===== src/rtl/key_irq_conditioner_if.sv =====
// Button-side signal bundle for key_irq_conditioner: raw pins in, debounced level and strobes out.
interface key_irq_conditioner_if #(
  parameter int N_CH = 3
);
  logic [N_CH-1:0] key_pin;
  logic [N_CH-1:0] key_level;
  logic [N_CH-1:0] press_pulse;
  logic [N_CH-1:0] release_pulse;

  modport master (
    output key_pin,
    input  key_level,
    input  press_pulse,
    input  release_pulse
  );

  modport slave (
    input  key_pin,
    output key_level,
    output press_pulse,
    output release_pulse
  );
endinterface


===== src/rtl/key_irq_conditioner.sv =====
// Push-button conditioner for the PIO interrupt input: per channel 2-FF sync,
// polarity normalization and a counter debounce FSM with press/release strobes.
module key_irq_conditioner #(
  parameter int N_CH       = 3,
  parameter int DB_CYCLES  = 500000,
  parameter int ACTIVE_LOW = 1
) (
  input  logic                   clk_clk,
  input  logic                   reset_reset,
  key_irq_conditioner_if.slave   bus
);

  localparam int CNT_W = $clog2(DB_CYCLES);
  localparam logic [CNT_W-1:0] CNT_MAX = CNT_W'(DB_CYCLES - 1);
  // Sync flops reset to the idle pin level so reset itself never looks like a press.
  localparam logic [N_CH-1:0] PIN_IDLE = (ACTIVE_LOW != 0) ? '1 : '0;

  typedef enum logic [1:0] {
    RELEASED    = 2'd0,
    PRESS_CHK   = 2'd1,
    PRESSED     = 2'd2,
    RELEASE_CHK = 2'd3
  } key_state_e;

  logic [N_CH-1:0] s1_q, s1_d;
  logic [N_CH-1:0] s2_q, s2_d;
  logic [N_CH-1:0] r;

  always_comb begin
    s1_d = bus.key_pin;
    s2_d = s1_q;
    r    = (ACTIVE_LOW != 0) ? ~s2_q : s2_q;
  end

  always_ff @(posedge clk_clk) begin
    if (reset_reset) begin
      s1_q <= PIN_IDLE;
      s2_q <= PIN_IDLE;
    end else begin
      s1_q <= s1_d;
      s2_q <= s2_d;
    end
  end

  genvar gi;
  generate
    for (gi = 0; gi < N_CH; gi++) begin : g_ch
      key_state_e       state_q, state_d;
      logic [CNT_W-1:0] cnt_q, cnt_d;
      logic             level_q, level_d;
      logic             press_q, press_d;
      logic             rel_q, rel_d;

      always_comb begin
        state_d = state_q;
        cnt_d   = cnt_q;
        level_d = level_q;
        press_d = 1'b0;
        rel_d   = 1'b0;
        case (state_q)
          RELEASED: begin
            if (r[gi]) begin
              state_d = PRESS_CHK;
              cnt_d   = '0;
            end
          end
          PRESS_CHK: begin
            if (!r[gi]) begin
              state_d = RELEASED;
            end else if (cnt_q == CNT_MAX) begin
              state_d = PRESSED;
              level_d = 1'b1;
              press_d = 1'b1;
            end else begin
              cnt_d = cnt_q + 1'b1;
            end
          end
          PRESSED: begin
            if (!r[gi]) begin
              state_d = RELEASE_CHK;
              cnt_d   = '0;
            end
          end
          RELEASE_CHK: begin
            if (r[gi]) begin
              state_d = PRESSED;
            end else if (cnt_q == CNT_MAX) begin
              state_d = RELEASED;
              level_d = 1'b0;
              rel_d   = 1'b1;
            end else begin
              cnt_d = cnt_q + 1'b1;
            end
          end
          default: state_d = RELEASED;
        endcase
      end

      always_ff @(posedge clk_clk) begin
        if (reset_reset) begin
          state_q <= RELEASED;
          cnt_q   <= '0;
          level_q <= 1'b0;
          press_q <= 1'b0;
          rel_q   <= 1'b0;
        end else begin
          state_q <= state_d;
          cnt_q   <= cnt_d;
          level_q <= level_d;
          press_q <= press_d;
          rel_q   <= rel_d;
        end
      end

      assign bus.key_level[gi]     = level_q;
      assign bus.press_pulse[gi]   = press_q;
      assign bus.release_pulse[gi] = rel_q;
    end
  endgenerate

endmodule


===== src/flat_wrapper.sv =====
// flat-port wrapper written by rule: the top's interface ports become plain ports
module key_irq_conditioner_flat 
#(
  parameter int N_CH       = 3,
  parameter int DB_CYCLES  = 500000,
  parameter int ACTIVE_LOW = 1
)
  (clk_clk, reset_reset, bus_key_pin, bus_key_level, bus_press_pulse, bus_release_pulse);
  key_irq_conditioner_if #(.N_CH(N_CH)) bus_i ();
  input  logic clk_clk;
  input  logic reset_reset;
  input wire logic [$bits(bus_i.key_pin)-1:0] bus_key_pin;
  output wire logic [$bits(bus_i.key_level)-1:0] bus_key_level;
  output wire logic [$bits(bus_i.press_pulse)-1:0] bus_press_pulse;
  output wire logic [$bits(bus_i.release_pulse)-1:0] bus_release_pulse;
  assign bus_i.key_pin = bus_key_pin;
  assign bus_key_level = bus_i.key_level;
  assign bus_press_pulse = bus_i.press_pulse;
  assign bus_release_pulse = bus_i.release_pulse;
  key_irq_conditioner #(.N_CH(N_CH), .DB_CYCLES(DB_CYCLES), .ACTIVE_LOW(ACTIVE_LOW)) u_core (.clk_clk(clk_clk), .reset_reset(reset_reset), .bus(bus_i));
endmodule

===== config.mk =====
export PLATFORM = sky130hd
export DESIGN_NAME = key_irq_conditioner_flat
export DESIGN_NICKNAME = d
export VERILOG_FILES = /design/src/rtl/key_irq_conditioner_if.sv /design/src/rtl/key_irq_conditioner.sv /design/src/flat_wrapper.sv
export SDC_FILE = /design/constraint.sdc
export NUM_CORES = 1
export LEC_CHECK = 0
export CORE_MARGIN = 2
export CORE_UTILIZATION = 55
export DETAILED_ROUTE_END_ITERATION = 8
export HOLD_SLACK_MARGIN = 0.1
export PLACE_DENSITY = 0.76
export SYNTH_ARGS = -nofsm -noshare
export SYNTH_HDL_FRONTEND = slang
export SYNTH_SLANG_ARGS = --single-unit
export TNS_END_PERCENT = 10

===== constraint.sdc =====
create_clock -name clk_clk -period 2.14 [get_ports clk_clk]
set_input_delay 0.321 -clock clk_clk [delete_from_list [all_inputs] [get_ports clk_clk]]
set_output_delay 0.321 -clock clk_clk [all_outputs]
set_load 0.01 [all_outputs]

Word-level counts from Yosys, hierarchy flattened
Index checks and enable logic that the tools add are counted.

Register bits: 78. Bits in latches: 0. Memory bits (writable): 0. Memory bits (read-only): 0. Input bits: 5. Output and inout port bits: 9. Logic and storage cells: 144. Memories: 0.

Add/sub/neg operators: 3. Multiply operators: 0. Divide/modulo/power cells: 0. $lt $le $gt $ge: 0. Equality and inequality tests: 36. Shifts and indexed selects: 0. Mux-type cells: 57. Bitwise logic cells: 10. Reductions and logical operators: 21.

Operators by type and width (count): 19-bit 2-to-1 mux (15); 19-bit case mux with 4 select lines (3); 19-bit by 1-bit adder with 19-bit output (second input constant) (3); 19-bit equality test (second input constant) (3); 2-bit 2-to-1 mux (18); 2-bit by 1-bit inequality test with 1-bit output (second input constant) (12); 2-bit case mux with 4 select lines (3); 4-bit AND reduction (6); 3-bit OR reduction (6); 1-bit 2-to-1 mux (15); 5-bit AND reduction (3); 2-bit equality test (second input constant) (6); 2-bit inequality test (second input constant) (6); 3-bit by 1-bit inequality test with 1-bit output (second input constant) (3); 3-bit inequality test (second input constant) (3); 1-bit inverter (9); 2-bit by 1-bit equality test with 1-bit output (second input constant) (3); 2-bit zero test (3); 1-bit case mux with 2 select lines (3); 2-bit nonzero test (3); 3-bit inverter (1).

Longest topological paths before layout
Gate-level depths: netlist of the first run.

Depth after elaboration: 4. Mapped depth: 8. Mapped depth without buffers: 6.

Least setup slack after synthesis of the first run
Ideal clock, no wire load.

Kind: reg-to-reg. Start point: register u_core.g_ch[1].cnt_q[0]. End point: register u_core.g_ch[1].cnt_q[18]. Setup time: 0.074 ns. Arrival time: 2.117 ns. Required time: 2.066 ns. Setup slack: -0.052 ns. Cell stages (with the launch flop): 7. Buffers on the path: 0. Period minus slack after synthesis: 2.192 ns. Cell sequence: dfxtp_1 -> ha_1 -> nand4_1 -> or4_4 -> or2_0 -> or4b_1 -> a31oi_1.

Cells in the longest elaborated chain, start to end: 4. Elaborated cells between the ends (all ways): 6. Those cells by class: 1 x add/sub; 1 x eq/ne; 4 x mux.

RTL lines: start, declared (line key_irq_conditioner.sv:49) `logic [CNT_W-1:0] cnt_q, cnt_d;`; start signal, assigned (line key_irq_conditioner.sv:108) `cnt_q <= cnt_d;`; 19-bit by 1-bit adder with 19-bit output or 19-bit equality test (tied branches); 19-bit 2-to-1 mux (*) (line key_irq_conditioner.sv:70, key_irq_conditioner.sv:87); 19-bit 2-to-1 mux (on tied branches) (line key_irq_conditioner.sv:85, key_irq_conditioner.sv:68); 19-bit case mux with 4 select lines (*) (line key_irq_conditioner.sv:60) `case (state_q)`.

Mark *: on every way between the ends. The rest lies on a longest branch, timed or not. The select of a mux whose other input is x is not followed. A chain may end at the register's enable or synchronous reset.

Worst setup path in the final report of the first run
Start point: register u_core.g_ch[1].cnt_q[1]. End point: register u_core.g_ch[1].cnt_q[11].

Same word-level chain as after synthesis.

==> impl_metrics.yaml, run 1 <==
sta:
  worstMarginPinSlew_ns: 0.481
  fin_tns_setup_ns: 0
  holdWs_ns: 0.215
  finalCritPeriodShare: 0.974
  worst_clock_skew_ns: 0.00721
  fmax_mhz: 480
  max-slew-margin-rel: 0.677
  drv_slew: 0
  fin_crit_ns: 2.08
  rsz0062_at_grt: "true"
  finalSetupViolations: 0
  hold_viol: 0
drt:
  routed_wl_um: 8520
  vias: 3567
  drtIter0Drc: 211
  via_per_inst: 5.89
  post_drt_wl_per_cell_um: 14.1
  drc: 0
  ant_nets: 0
  dr.pass1.iters: 4
clock_network:
  root_buffer: "clkbuf_8"
  cts.sinks: 78
  clock_path_buffers: 2
  clk_latency_ns: 0.35
  h-tree-depth: 3
  path_clk_slew_ns: 0.08
  numCtsBuffers: 9
  postCtsHoldBufs: 0
  cts_tree: "built"
synth:
  synth_ff_type: "dfxtp_1"
  ys_seq_area_frac: 0.403
  yosysUniqueCellTypes: 62
  synthArstFlopShare: 0
  netlist_instances: 474
  ys_seq_elements: 78
  postSynthNetCount: 482
  syn_avg_cell_area_um2: 8.17
  synth_edf_count: 0
  synth_warnings: 0
  synthesis.area_um2: 3870
critical_path:
  path_buf_inv: 3
  path_class: "reg2reg"
  r2r_slack_ns: 0.06
  worst_ep_arrival_time_ns: 2.36
  cp_cell_sequence: "ha_4 > nand4_1 > buf_4 > buf_4 > nand3b_1 > o21ai_1 > buf_6 > or4b_1 > a31oi_1"
  crit_fanout: 13
  slowest_delay_ns: 0.50
  crit_family: "simple AND/OR/NAND/NOR gates"
  start_kind: "flop"
  critical-path-slowest-cell: "or4b_1"
  r2r-start: "u_core.g_ch[1].cnt_q[1]$_SDFFE_PP0P_"
  crit_top_cell: "buf_4"
  rr_endpoint: "u_core.g_ch[1].cnt_q[11]$_SDFFE_PP0P_"
  r2r_cells: 9
  crit_path_end_kind: "flop"
  cp.required_ns: 2.41
min_path:
  whs_endpoint: "u_core.g_ch[0].cnt_q[1]$_SDFFE_PP0P_"
  hp-start: "reset_reset"
  hp-class: "in2reg"
  holdPathStages: 2
placement:
  gp_congestion: 0.880
  dp_hpwl_um: 5790
  io_buffers: 13
  place_area_um2: 4220
final_layout:
  final_nets: 513
  antenna_cells: 0
  layout_commonest_cell: "dfxtp_1"
  area_growth_pct: 16.0
  fin_util: 0.661
  drive_gt1_frac: 0.163
  stdcell_area_um2: 4490
  fillers: 576
  final_cell_mix: "74 x dfxtp_1, 49 x nor2_1, 45 x nand2_1, 37 x buf_4, 31 x nand3_1"
global_route:
  antenna_found_initial: 0
  grt.total_usage: 0.237
  grt-ovfl-total: 0
  grt_start_max_net_pins: 35
  grt_pass1_wl_um: 14700
  grt_pass1_vias: 3332
power_and_ir_drop:
  finalPower_mw: 2.84
  max-vdd-ir-drop_mv: 0.405
  power_density_nw_per_um2: 631
  p_leak_nw: 1.50
floorplanning:
  die_h_um: 87.9
  core_area_um2: 6790
  die_area_um2: 7730
  initial_core_util: 0.570
  num_rows: 30
  die_w_um: 87.9
  io_pins: 14
job:
  drv_cap: 0
status:
  outcome: "complete, no violations"
per-stage QoR:
stage / instances / setup WS (ns)
final: 606 / 0.0564
after global routing: 606 / -0.0327
after CTS: 602 / 0.00677
after detailed placement: 586 / -0.00473
after global placement: 586 / 0.0573
after floorplan: 474 / 0.0932
sequential cells by signal, indices dropped and copies added (netlist names), named ones only:
| register | count |
|---|---|
| u_core.g_ch.level_q | 3 |
| u_core.g_ch.rel_q | 3 |
| u_core.g_ch.cnt_q | 57 |
| u_core.g_ch.press_q | 3 |
| u_core.g_ch.state_q | 3 |
| u_core.s1_q | 3 |
| u_core.s2_q | 3 |
where the power goes:
part | leakage [nW] | total [mW] | switching, mW | internal [mW]
Combinational | 0.767 | 0.125 | 0.0734 | 0.0518
Clock | 0.102 | 1.23 | 0.544 | 0.689
Sequential | 0.632 | 1.48 | 0.0134 | 1.46
what timing repair did:
| item | in CTS | in global routing |
|---|---|---|
| resized for setup | 0 | 6 |
| endpoints found under the setup margin | 1 | 2 |
| setup buffers | 0 | 4 |
| endpoints found under the hold margin | 0 | 0 |
| pin swaps | 1 | 3 |
| cloned | 0 | 0 |
Yosys cell counts (11+ instances only):
cell	count	area (um^2)
dfxtp_1	78	1560
nor2_1	49	184
nand2_1	45	169
nand3_1	31	155
a21oi_1	26	130
o21ai_0	24	120
clkbuf_1	17	63.8
nor3_1	16	80.1
nand4_1	14	87.6
nor4_1	13	81.3
a22oi_1	12	90.1
inv_1	12	45.0
or3_1	11	68.8
cells by family (layout without fill, tap and decap cells):
kind of cell | Yosys count | in the layout | share of synthesized area
buf+inv | 44 | 80 | 0.0527
simple gates | 220 | 220 | 0.301
fa+ha+maj | 3 | 3 | 0.00969
flops | 78 | 78 | 0.403
xor+xnor | 12 | 12 | 0.0271
compound gates | 106 | 106 | 0.176
mux | 11 | 11 | 0.0297
metal layers:
metal,vias up,GRT usage,part of all wire,wire length [um]
met5,-,0,0,0
met4,0,0.0713,0.011,90
met3,8,0.0594,0.034,291
met2,64,0.399,0.49,4150
met1,1708,0.299,0.47,3990
li1,1787,-,-,-
worst max path at each step:
stage	startpoint	to	cells past startpoint
finish	u_core.g_ch[1].cnt_q[1]$_SDFFE_PP0P_	u_core.g_ch[1].cnt_q[11]$_SDFFE_PP0P_	9
global route	u_core.g_ch[1].cnt_q[1]$_SDFFE_PP0P_	u_core.g_ch[1].cnt_q[11]$_SDFFE_PP0P_	9
CTS	u_core.g_ch[1].cnt_q[1]$_SDFFE_PP0P_	u_core.g_ch[1].cnt_q[18]$_SDFFE_PP0P_	6
detailed placement	u_core.g_ch[1].cnt_q[1]$_SDFFE_PP0P_	u_core.g_ch[1].cnt_q[18]$_SDFFE_PP0P_	6
global placement	u_core.g_ch[1].cnt_q[1]$_SDFFE_PP0P_	u_core.g_ch[1].cnt_q[18]$_SDFFE_PP0P_	6
floorplan	u_core.g_ch[1].cnt_q[1]$_SDFFE_PP0P_	u_core.g_ch[1].cnt_q[18]$_SDFFE_PP0P_	6
layout make-up:
cell class / count / area [um^2] / share of cell area
clock inverter: 5 / 82.6 / 0.0184
clock buffer: 11 / 141 / 0.0315
multi-input combinational: 352 / 2120 / 0.472
timing repair buffer: 51 / 414 / 0.0922
tap: 96 / 120 / 0.0267
sequential: 78 / 1570 / 0.349
inverter: 13 / 48.8 / 0.0109
worst reg2reg max path, cell delays in order (launching register included):
cell and delay, ns:
dfxtp_2 0.34, ha_4 0.15, nand4_1 0.10, buf_4 0.13, buf_4 0.11, nand3b_1 0.16
o21ai_1 0.11, buf_6 0.19, or4b_1 0.50, a31oi_1 0.20
Note: power is estimated with default switching activity, not from simulation.
==> inputs of run 2 (changes only) <==
--- a/config.mk
+++ b/config.mk
@@ -6,4 +6,5 @@
 export NUM_CORES = 1
 export LEC_CHECK = 0
+export CAP_MARGIN = 30
 export CORE_MARGIN = 2
 export CORE_UTILIZATION = 55
==> constraint.sdc (replaced) <==
create_clock -name clk_clk -period 2.14 [get_ports clk_clk]
set_input_delay 0.428 -clock clk_clk [delete_from_list [all_inputs] [get_ports clk_clk]]
set_output_delay 0.428 -clock clk_clk [all_outputs]
set_load 0.01 [all_outputs]
==> results of run 2 <==
Same layout as run 1 (identical final DEF). Status: complete, no violations.
Main changes from that run: hold slack 0.215 ns -> 0.322 ns
==> inputs of run 3 (changes only) <==
Settings changed: CAP_MARGIN 30 to 20, CORE_MARGIN 2 to unset, MAX_ROUTING_LAYER set to met4.
==> run 3 against run 2 <==
Utilization shrank 0.41 points. Fmax up 1.3%. Register-to-register slack improved by 0.03 ns. Global-route usage is 0.61 points higher. Power rose by 1.2%. Non-clock buffer count decreased by 3. Final area decreased by 0.61%. Critical path depth decreased by 4. Critical endpoint is now u_core.g_ch[1].cnt_q[18]$_SDFFE_PP0P_. Highest routed layer unchanged.
==> impl_metrics.yaml, run 3 (synthesis results as in run 1) <==
placement:
  numPlacedInstances: 586
  dp_hpwl_um: 5760
  gp_congestion: 0.875
  io_buffers: 13
clock_network:
  path_clk_slew_ns: 0.08
  clock_path_buffers: 2
  cts.sinks: 78
  h-tree-depth: 3
  root_buffer: "clkbuf_8"
  clk_latency_ns: 0.35
  postCtsHoldBufs: 0
  numCtsBuffers: 9
  cts_tree: "built"
final_layout:
  top_register: "u_core.g_ch.cnt_q"
  final_cell_mix: "74 x dfxtp_1, 49 x nor2_1, 45 x nand2_1, 35 x buf_4, 31 x nand3_1"
  fin_cells: 603
  area_growth_pct: 15.3
  drive_gt1_frac: 0.158
  largest_register_ffs: 57
  final_nets: 510
  antenna_cells: 0
  layout_commonest_cell: "dfxtp_1"
drt:
  drtIter0Drc: 226
  ant_nets: 0
  post_drt_wl_per_cell_um: 13.8
  dr.pass1.iters: 4
  routed_wl_um: 8310
  vias: 3479
  via_per_inst: 5.77
  drc: 0
floorplanning:
  die_area_um2: 7380
  initial_core_util: 0.570
  num_rows: 30
  die_w_um: 85.9
  core_area_um2: 6790
  die_h_um: 85.9
  io_pins: 14
sta:
  fin_crit_ns: 2.06
  finalCritPeriodShare: 0.961
  rsz0062_at_grt: "false"
  worstMarginPinSlew_ns: 0.485
  fmax_mhz: 486
  holdWs_ns: 0.406
  max-slew-margin-rel: 0.675
  worst_clock_skew_ns: 0.0102
  drv_slew: 0
  finalSetupViolations: 0
  fin_tns_setup_ns: 0
  hold_viol: 0
critical_path:
  slowest_delay_ns: 0.55
  path_buf_inv: 0
  cp.required_ns: 2.42
  crit_path_end_kind: "flop"
  start_kind: "flop"
  crit_family: "simple AND/OR/NAND/NOR gates"
  worst_ep_arrival_time_ns: 2.33
  critical-path-slowest-cell: "or4_4"
  path_class: "reg2reg"
  crit_fanout: 5
  cp_cell_sequence: "nand4_4 > or4_4 > or2_0 > or4b_1 > a31oi_1"
global_route:
  grt_pass1_wl_um: 14000
  grt.total_usage: 0.243
  antenna_found_initial: 0
  grt_pass1_vias: 3113
  grt-ovfl-total: 0
  grt_start_max_net_pins: 23
power_and_ir_drop:
  finalPower_mw: 2.87
  power_density_nw_per_um2: 643
  p_leak_nw: 1.50
  max-vdd-ir-drop_mv: 0.385
min_path:
  hp-class: "reg2reg"
job:
  drv_cap: 0
status:
  outcome: "complete, no violations"
==> run 3: per-layer routing <==
layer  wire (um)  vias to the layer above  track usage
met5           0                        -            -
met4          45                        0       0.0667
met3         297                        7       0.0635
met2        4030                       57        0.390
met1        3930                     1624        0.302
li1            -                     1791            -
==> run 3: cell type report <==
cell class                 count  area [um^2]
clock buffer                  12          155
clock inverter                 4         77.6
fill                         596         2330
inverter                      13         48.8
multi-input combinational    352         2110
sequential                    78         1570
tap                           96          120
timing repair buffer          48          388
==> run 3: worst paths after layout <==
kind	to	depth (start not counted)	from	slack [ns]
setup reg to reg	u_core.g_ch[1].cnt_q[18]$_SDFFE_PP0P_	5	u_core.g_ch[1].cnt_q[5]$_SDFFE_PP0P_	0.08
hold reg to reg	u_core.s2_q[2]$_SDFF_PP1_	1	u_core.s1_q[2]$_SDFF_PP1_	0.41
hold / removal	u_core.s2_q[2]$_SDFF_PP1_	1	u_core.s1_q[2]$_SDFF_PP1_	0.41
setup / recovery	u_core.g_ch[1].cnt_q[18]$_SDFFE_PP0P_	5	u_core.g_ch[1].cnt_q[5]$_SDFFE_PP0P_	0.08
==> run 3: timing repair <==
action                     CTS  global route
hold endpoints to repair     0             0
pin swaps                    1             0
resized for setup            0             3
buffers inserted             0             1
setup endpoints to repair    1             1
==> run 3: through the flow <==
| step | setup WS [ns] | instance area (um^2) | util |
|---|---|---|---|
| detailed placement | 0.0155 | 4220 | 0.621 |
| global placement | 0.0654 | 4220 | 0.621 |
| finish | 0.0839 | 4470 | 0.657 |
| global route | 0.00280 | 4470 | 0.657 |
| floorplan | 0.0932 | 3880 | - |
| CTS | 0.00591 | 4450 | 0.656 |
==> run 3: power by group <==
| part | switching [mW] | leakage (nW) | internal [mW] |
|---|---|---|---|
| combinational | 0.0741 | 0.753 | 0.0523 |
| clock | 0.539 | 0.117 | 0.728 |
| sequential | 0.0128 | 0.632 | 1.46 |
